===== src/rtl/mem_responder.sv =====
// mem_responder: unified RAM plus an MMIO window (output FIFO, status, cycle counter) for the multicycle MIPS core.
// Define MEM_RESPONDER_CYCCNT_EN to build the cycle counter; otherwise CYCCNT reads 0 and writes are dropped.
module mem_responder #(
  parameter int RAM_WORDS  = 64,
  parameter int FIFO_DEPTH = 4
) (
  input  logic        clk,
  input  logic        reset,
  input  logic [31:0] adr,
  input  logic [31:0] writedata,
  input  logic        memwrite,
  output logic [31:0] readdata,
  output logic [31:0] out_data,
  output logic        out_valid,
  input  logic        out_ready,
  output logic        fifo_full
);
  localparam int AW = $clog2(RAM_WORDS);
  localparam int PW = $clog2(FIFO_DEPTH);
  localparam int CW = PW + 1;
  localparam logic [31:0] RAM_BYTES  = 32'(RAM_WORDS * 4);
  localparam logic [31:0] OUTDATA_A  = 32'hFFFF_FFF0;
  localparam logic [31:0] STATUS_A   = 32'hFFFF_FFF4;
  localparam logic [31:0] CYCCNT_A   = 32'hFFFF_FFF8;

  logic [31:0] ram [RAM_WORDS];
  logic [31:0] fifo [FIFO_DEPTH];
  logic [PW-1:0] rd_ptr, wr_ptr;
  logic [PW:0] count;
  logic ovf, empty, in_ram, wr_en, push_req, push, pop, ovf_set, ovf_clr;
  logic [AW-1:0] idx;
  logic [31:0] status, cyc;

  assign in_ram    = adr < RAM_BYTES;
  assign idx       = adr[AW+1:2];
  assign wr_en     = memwrite & ~reset;
  assign empty     = count == '0;
  assign fifo_full = count == CW'(FIFO_DEPTH);
  assign out_valid = ~empty;
  assign out_data  = empty ? 32'h0 : fifo[rd_ptr];
  assign pop       = out_valid & out_ready & ~reset;
  assign push_req  = wr_en & (adr == OUTDATA_A);
  assign push      = push_req & (~fifo_full | pop);
  // A rejected push leaves the FIFO untouched and only flags overflow.
  assign ovf_set   = push_req & fifo_full & ~pop;
  assign ovf_clr   = wr_en & (adr == STATUS_A) & writedata[2];
  assign status    = {16'h0, 8'(count), 5'h0, ovf, fifo_full, empty};

  always_comb
    readdata = in_ram              ? ram[idx] :
               (adr == OUTDATA_A)  ? out_data :
               (adr == STATUS_A)   ? status   :
               (adr == CYCCNT_A)   ? cyc      : 32'h0;

  always_ff @(posedge clk)
    if (wr_en && in_ram) ram[idx] <= writedata;

  always_ff @(posedge clk)
    if (push) fifo[wr_ptr] <= writedata;

  always_ff @(posedge clk) begin
    if (reset) begin
      rd_ptr <= '0;
      wr_ptr <= '0;
      count  <= '0;
      ovf    <= 1'b0;
    end else begin
      if (push) wr_ptr <= wr_ptr + 1'b1;
      if (pop) rd_ptr <= rd_ptr + 1'b1;
      count <= count + CW'(push) - CW'(pop);
      ovf   <= ovf_set | (ovf & ~ovf_clr);
    end
  end

`ifdef MEM_RESPONDER_CYCCNT_EN
  always_ff @(posedge clk)
    cyc <= reset ? 32'h0 : (wr_en && adr == CYCCNT_A) ? writedata : cyc + 32'h1;
`else
  assign cyc = 32'h0;
`endif
endmodule


===== config.mk =====
export PLATFORM = sky130hd
export DESIGN_NAME = mem_responder
export DESIGN_NICKNAME = d
export VERILOG_FILES = /design/src/rtl/mem_responder.sv
export SDC_FILE = /design/constraint.sdc
export NUM_CORES = 2
export LEC_CHECK = 0
export CAP_MARGIN = 20
export CORE_UTILIZATION = 45
export CTS_BUF_LIST = sky130_fd_sc_hd__clkbuf_16
export CTS_CLUSTER_DIAMETER = 100
export DETAILED_ROUTE_END_ITERATION = 12
export MAX_ROUTING_LAYER = met4
export PLACE_DENSITY = 0.68
export SYNTH_ARGS = -nofsm -noshare
export SYNTH_HDL_FRONTEND = slang
export SYNTH_SLANG_ARGS = --single-unit

===== constraint.sdc =====
create_clock -name clk -period 5.1 [get_ports clk]
set_input_delay 0.765 -clock clk [delete_from_list [all_inputs] [get_ports clk]]
set_output_delay 0.765 -clock clk [all_outputs]
set_load 0.02 [all_outputs]

* Word-level counts from Yosys, hierarchy flattened
Memory sizes are Yosys's and may differ from the RTL's. A register that Yosys moved wholly into a read port is not among the register bits.
Index checks and enable logic that the tools add are counted.
** Cells by class
- Bitwise gates (word level) :: 17
- Multiplexer cells :: 10
- Add/sub/neg operators :: 4
- Equality and inequality tests :: 3
- Reductions and logical operators :: 2
- Order comparisons :: 1
** Operators with widths (count)
- two-way mux 32 bit :: 3
- == test 32 bit, second input constant :: 2
- < comparator 32 x 9 -> 1 bit, second input constant :: 1
- two-way mux 11 bit :: 1
- bitwise AND 1 bit :: 10
- NOT 1 bit :: 5
- adder 2 x 1 -> 2 bit, second input constant :: 2
- two-way mux 1 bit :: 4
- two-way mux 2 bit :: 2
- adder 3 x 1 -> 3 bit :: 1
- == test 3 bit, second input constant :: 1
- zero test 3 bit :: 1
- subtractor 3 x 1 -> 3 bit :: 1
- bitwise OR 1 bit :: 2
- logical AND 1 bit :: 1
** Storage, ports and cells
- Bits in registers :: 8
- Memories kept :: 2
- Bits of input ports :: 68
- Word-level logic and storage cells :: 43
- Output and inout bits :: 66
- RAM bits :: 2176
** Memory list
- ram :: words 64, bits a word 32, rd ports 1, clocked after memory_dff 0, wr ports 1, line 26 : logic [31:0] ram [RAM_WORDS];
- fifo :: words 4, bits a word 32, rd ports 1, clocked after memory_dff 1, wr ports 1, line 27 : logic [31:0] fifo [FIFO_DEPTH];

* Longest topological paths before layout
- Word-level depth :: 8
- Depth in mapped cells :: 16
- Depth with buffers taken out :: 13

* Worst setup path after synthesis
No wires, ideal clock.
- Path kind :: input to register
- Start :: input adr[12]
- End :: memory ram[0][0] (enable)
- Stages on the path :: 8
- Library setup time :: 421 ps
- Data required time :: 4679 ps
- Arrival :: 3604 ps
- Path buffers :: 2
- Slack :: 1074 ps
- Cells stage by stage :: nor4_1 -> nand4_1 -> or2_2 -> clkbuf_1 -> clkbuf_1 -> nor3_1 -> nand2_1 -> nor2_1
** Between the ends
- Longest elaborated chain between the ends :: 4
** Ends and longest elaborated chain
- start, declared :: line 9 : input logic [31:0] adr,
- < comparator 32 x 9 -> 1 bit :: line 34 : assign in_ram = adr < RAM_BYTES;
- logical AND 1 bit :: line 56 : if (wr_en && in_ram) ram[idx] <= writedata;
- two-way mux 1 bit :: line 56
- two-way mux 1 bit (not written as such) :: line 56
- end, declared :: line 26
Every way passes these cells.

* Worst setup path in the final report
- Start :: input adr[6]
- End :: output readdata[30]
** Between the ends
- Longest elaborated chain between the ends :: 3
- Elaborated cells between the ends (all ways) :: 5
- Those cells by class :: order compare (1); eq/ne (1); mux (2); memory (1)
** Ends and longest elaborated chain
- branches (longest 2 deep; another with < comparator 32 x 9 -> 1 bit)
- two-way mux 32 bit * :: line 50 : readdata = in_ram ? ram[idx] :
- end, declared :: line 12 : output logic [31:0] readdata,
Every way passes the cells marked *.

==> impl_metrics.toml <==
[clock_network]
clock-root-buffer = "clkbuf_16"
cts_hold_buf = 0
cts_tree = "built"
numCtsBuffers = 205
insertion_delay_ns = 0.82
cts.htree.levels = 4
path_clk_slew_ns = 0.06
cts.path.max_buffers = 3
cts.sinks = 2186

[critical_path]
crit_top_cell = "buf_4"
crit_chain = "buf_2 -> or3b_2 -> nor2_1 -> buf_4 -> a22oi_1 -> nand4_1 -> a21oi_2 -> buf_4 -> o2bb2ai_1 -> clkdlybuf4s50_1"
path_class = "in -> out"
critPathRequiredTime_ns = 4.34
crit_path_start_kind = "primary input"
worst_ep_arrival_time_ns = 4.28
crit_path_top_delay_cell = "buf_2"
endpoint_kind = "output pin"
path_max_fanout = 23
max_stage_delay_ns = 0.55

[placed_design]
place_ws_ns = -0.0634
dp_cells = 6570
place_congestion = 0.875
io_buffer_count = 133
dp_hpwl_microns = 139000

[routing]
ant_nets = 0
drt-pass1-iter-count = 6
via_count = 43600
vias_per_cell = 6.28
drt-initial-drc-count = 6373
drt_wl_total_microns = 232000
wire_per_inst_microns = 33.4
drc_errors = 0

[finish]
fin_cells = 6944
postLayoutCoreUtil_pct = 52.6
drive_gt1_share_pct = 28.2
layout-area-overhead-vs-synth_pct = 16.1
layout.nets = 4375

[global_routing]
antenna_found_initial = 12
gr-usage-all-layers_pct = 25.3
grt_first_pass_wirelength_microns = 323000
grt_max_degree = 70
grt.overflow.total = 0
first_global_vias = 42900

[power_and_ir_drop]
p_per_area_mw_per_mm2 = 375
total_power_uw = 36600
leakage_uw = 0.0307
ir_drop_v = 0.000286

[sta]
period_minus_slack_ns = 5.04
worst_slew_pin_slew_ns = 1.03
fin_ws_ns = 0.0557
slew_headroom_pct = 31.5
rsz0062_at_grt = "no"
skew_ns = 0.00513
fin_crit_sh_pct = 98.9
whs_ns = 0.346
max_freq_mhz = 198
finalHoldViolations = 0
setup_viol = 0
drv_slew = 0

[yosys]
ys_top_cells_by_area = "edfxtp_1 78%, mux4_2 13%, mux2i_1 1.6%"
ys_ff_latch = 2186
netlist_top_cells_count = "2176 x edfxtp_1, 490 x mux4_2, 132 x mux2i_1, 111 x nor2_1, 97 x nand2_1"
post-synth-top-count-cell = "edfxtp_1"
yosysTopAreaCell = "edfxtp_1"
synthArstFlopShare_pct = 0
ys.flop_type = "edfxtp_1"
ys_types = 66
synth_top_area_share_pct = 77.8
ys_seq_area_share_pct = 78.0
synth_cells = 3827
synth_area_sq_mm = 0.0840
syn_avg_cell_area_sq_um = 22.0
ys.warnings.count = 0
synth-edff-count = 2176
syn_nets = 3902

[floorplan]
rows = 158
dieHeight_microns = 434
io_pins = 134
die_width_microns = 434
start_util_pct = 45.3
dieArea_sq_mm = 0.188
core_area_sq_mm = 0.185

[worst_hold_path]
hold_class = "in -> reg"

[status]
status = "completed"

[job]
max-cap-violations = 0
[final cells by class]
class	count	area (sq um)
antenna	6	15.0
clock buffer	211	5280
clock inverter	154	1030
fill	14200	87900
inverter	9	33.8
multi-input combinational	1419	17800
sequential	2186	65500
tap	2480	3100
timing repair buffer	479	4750
[stage by stage]
step | setup TNS [ns] | area, sq um
2_1_floorplan | 0 | 84000
3_3_place_gp | -0.0313 | 91100
3_5_place_dp | -0.0634 | 91100
4_1_cts | 0 | 97400
5_1_grt | 0 | 97500
6_report | 0 | 97500
[critical path, delay by kind of cell]
family          cells  cell delay, ns
simple gates        3            1.08
buf+inv             4            1.49
compound gates      3            0.87
[per-layer routing]
| layer | vias to the layer above | routed length, microns | global-route usage (%) |
|---|---|---|---|
| met5 | - | 0 | - |
| met4 | 0 | 9090 | 9.39 |
| met3 | 431 | 23300 | 4.71 |
| met2 | 2733 | 112000 | 39.3 |
| met1 | 23200 | 87000 | 33.5 |
| li1 | 17200 | - | - |
[what timing repair did]
action                     in CTS  in global routing
hold endpoints to repair        0                  0
setup buffers                   0                  0
setup endpoints to repair       1                  0
gates resized for setup         1                  0
[report_power, final]
group,switching (uW),total [uW],leakage (uW),internal [uW]
sequential,10.9,19800,0.0196,19800
clock,6480,14500,0.00328,8040
combinational,1420,2310,0.00784,891
[cell families (layout without fill, tap and decap cells)]
| family | Yosys count | after routing | share of synthesized area, % |
|---|---|---|---|
| and+or+nand+nor | 425 | 425 | 2.46 |
| muxes | 643 | 643 | 15.0 |
| other | 0 | 6 | 0 |
| buffers and inverters | 222 | 853 | 1.45 |
| xor gates and xnor gates | 5 | 5 | 0.0521 |
| adders and majority gates | 7 | 7 | 0.113 |
| AOI/OAI and AO/OA | 339 | 339 | 2.92 |
| DFF | 2186 | 2186 | 78.0 |
[worst paths after layout]
kind,to,from,cells after the start,slack (ns)
hold reg to reg,ovf,ovf,2,0.50
hold / removal,ram[55][6],writedata[6],1,0.35
setup reg to reg,count[2],count[1],12,2.39
setup / recovery,readdata[30],adr[6],10,0.06
[registers in the layout, summed over array words and instances (netlist names), named ones only]
| name | cells |
|---|---|
| count | 3 |
| fifo | 128 |
| rd_ptr | 2 |
| wr_ptr | 2 |
| ovf | 1 |
| ram | 2048 |
[placed cells by master (no fill, tap or decap), types with 65 or more instances in the layout]
cell             synthesis  routed
clkbuf_16                0     211
nand2_1                 97      97
mux4_2                 490     490
edfxtp_1              2176    2176
clkdlybuf4s50_1          0      87
buf_12                   0      78
mux2i_1                132     132
nand3_1                 66      66
a21oi_1                 73      72
a22oi_1                 89      89
buf_4                   37     277
nor2_4                   0      65
No activity file was read; power rests on OpenSTA's default activity.
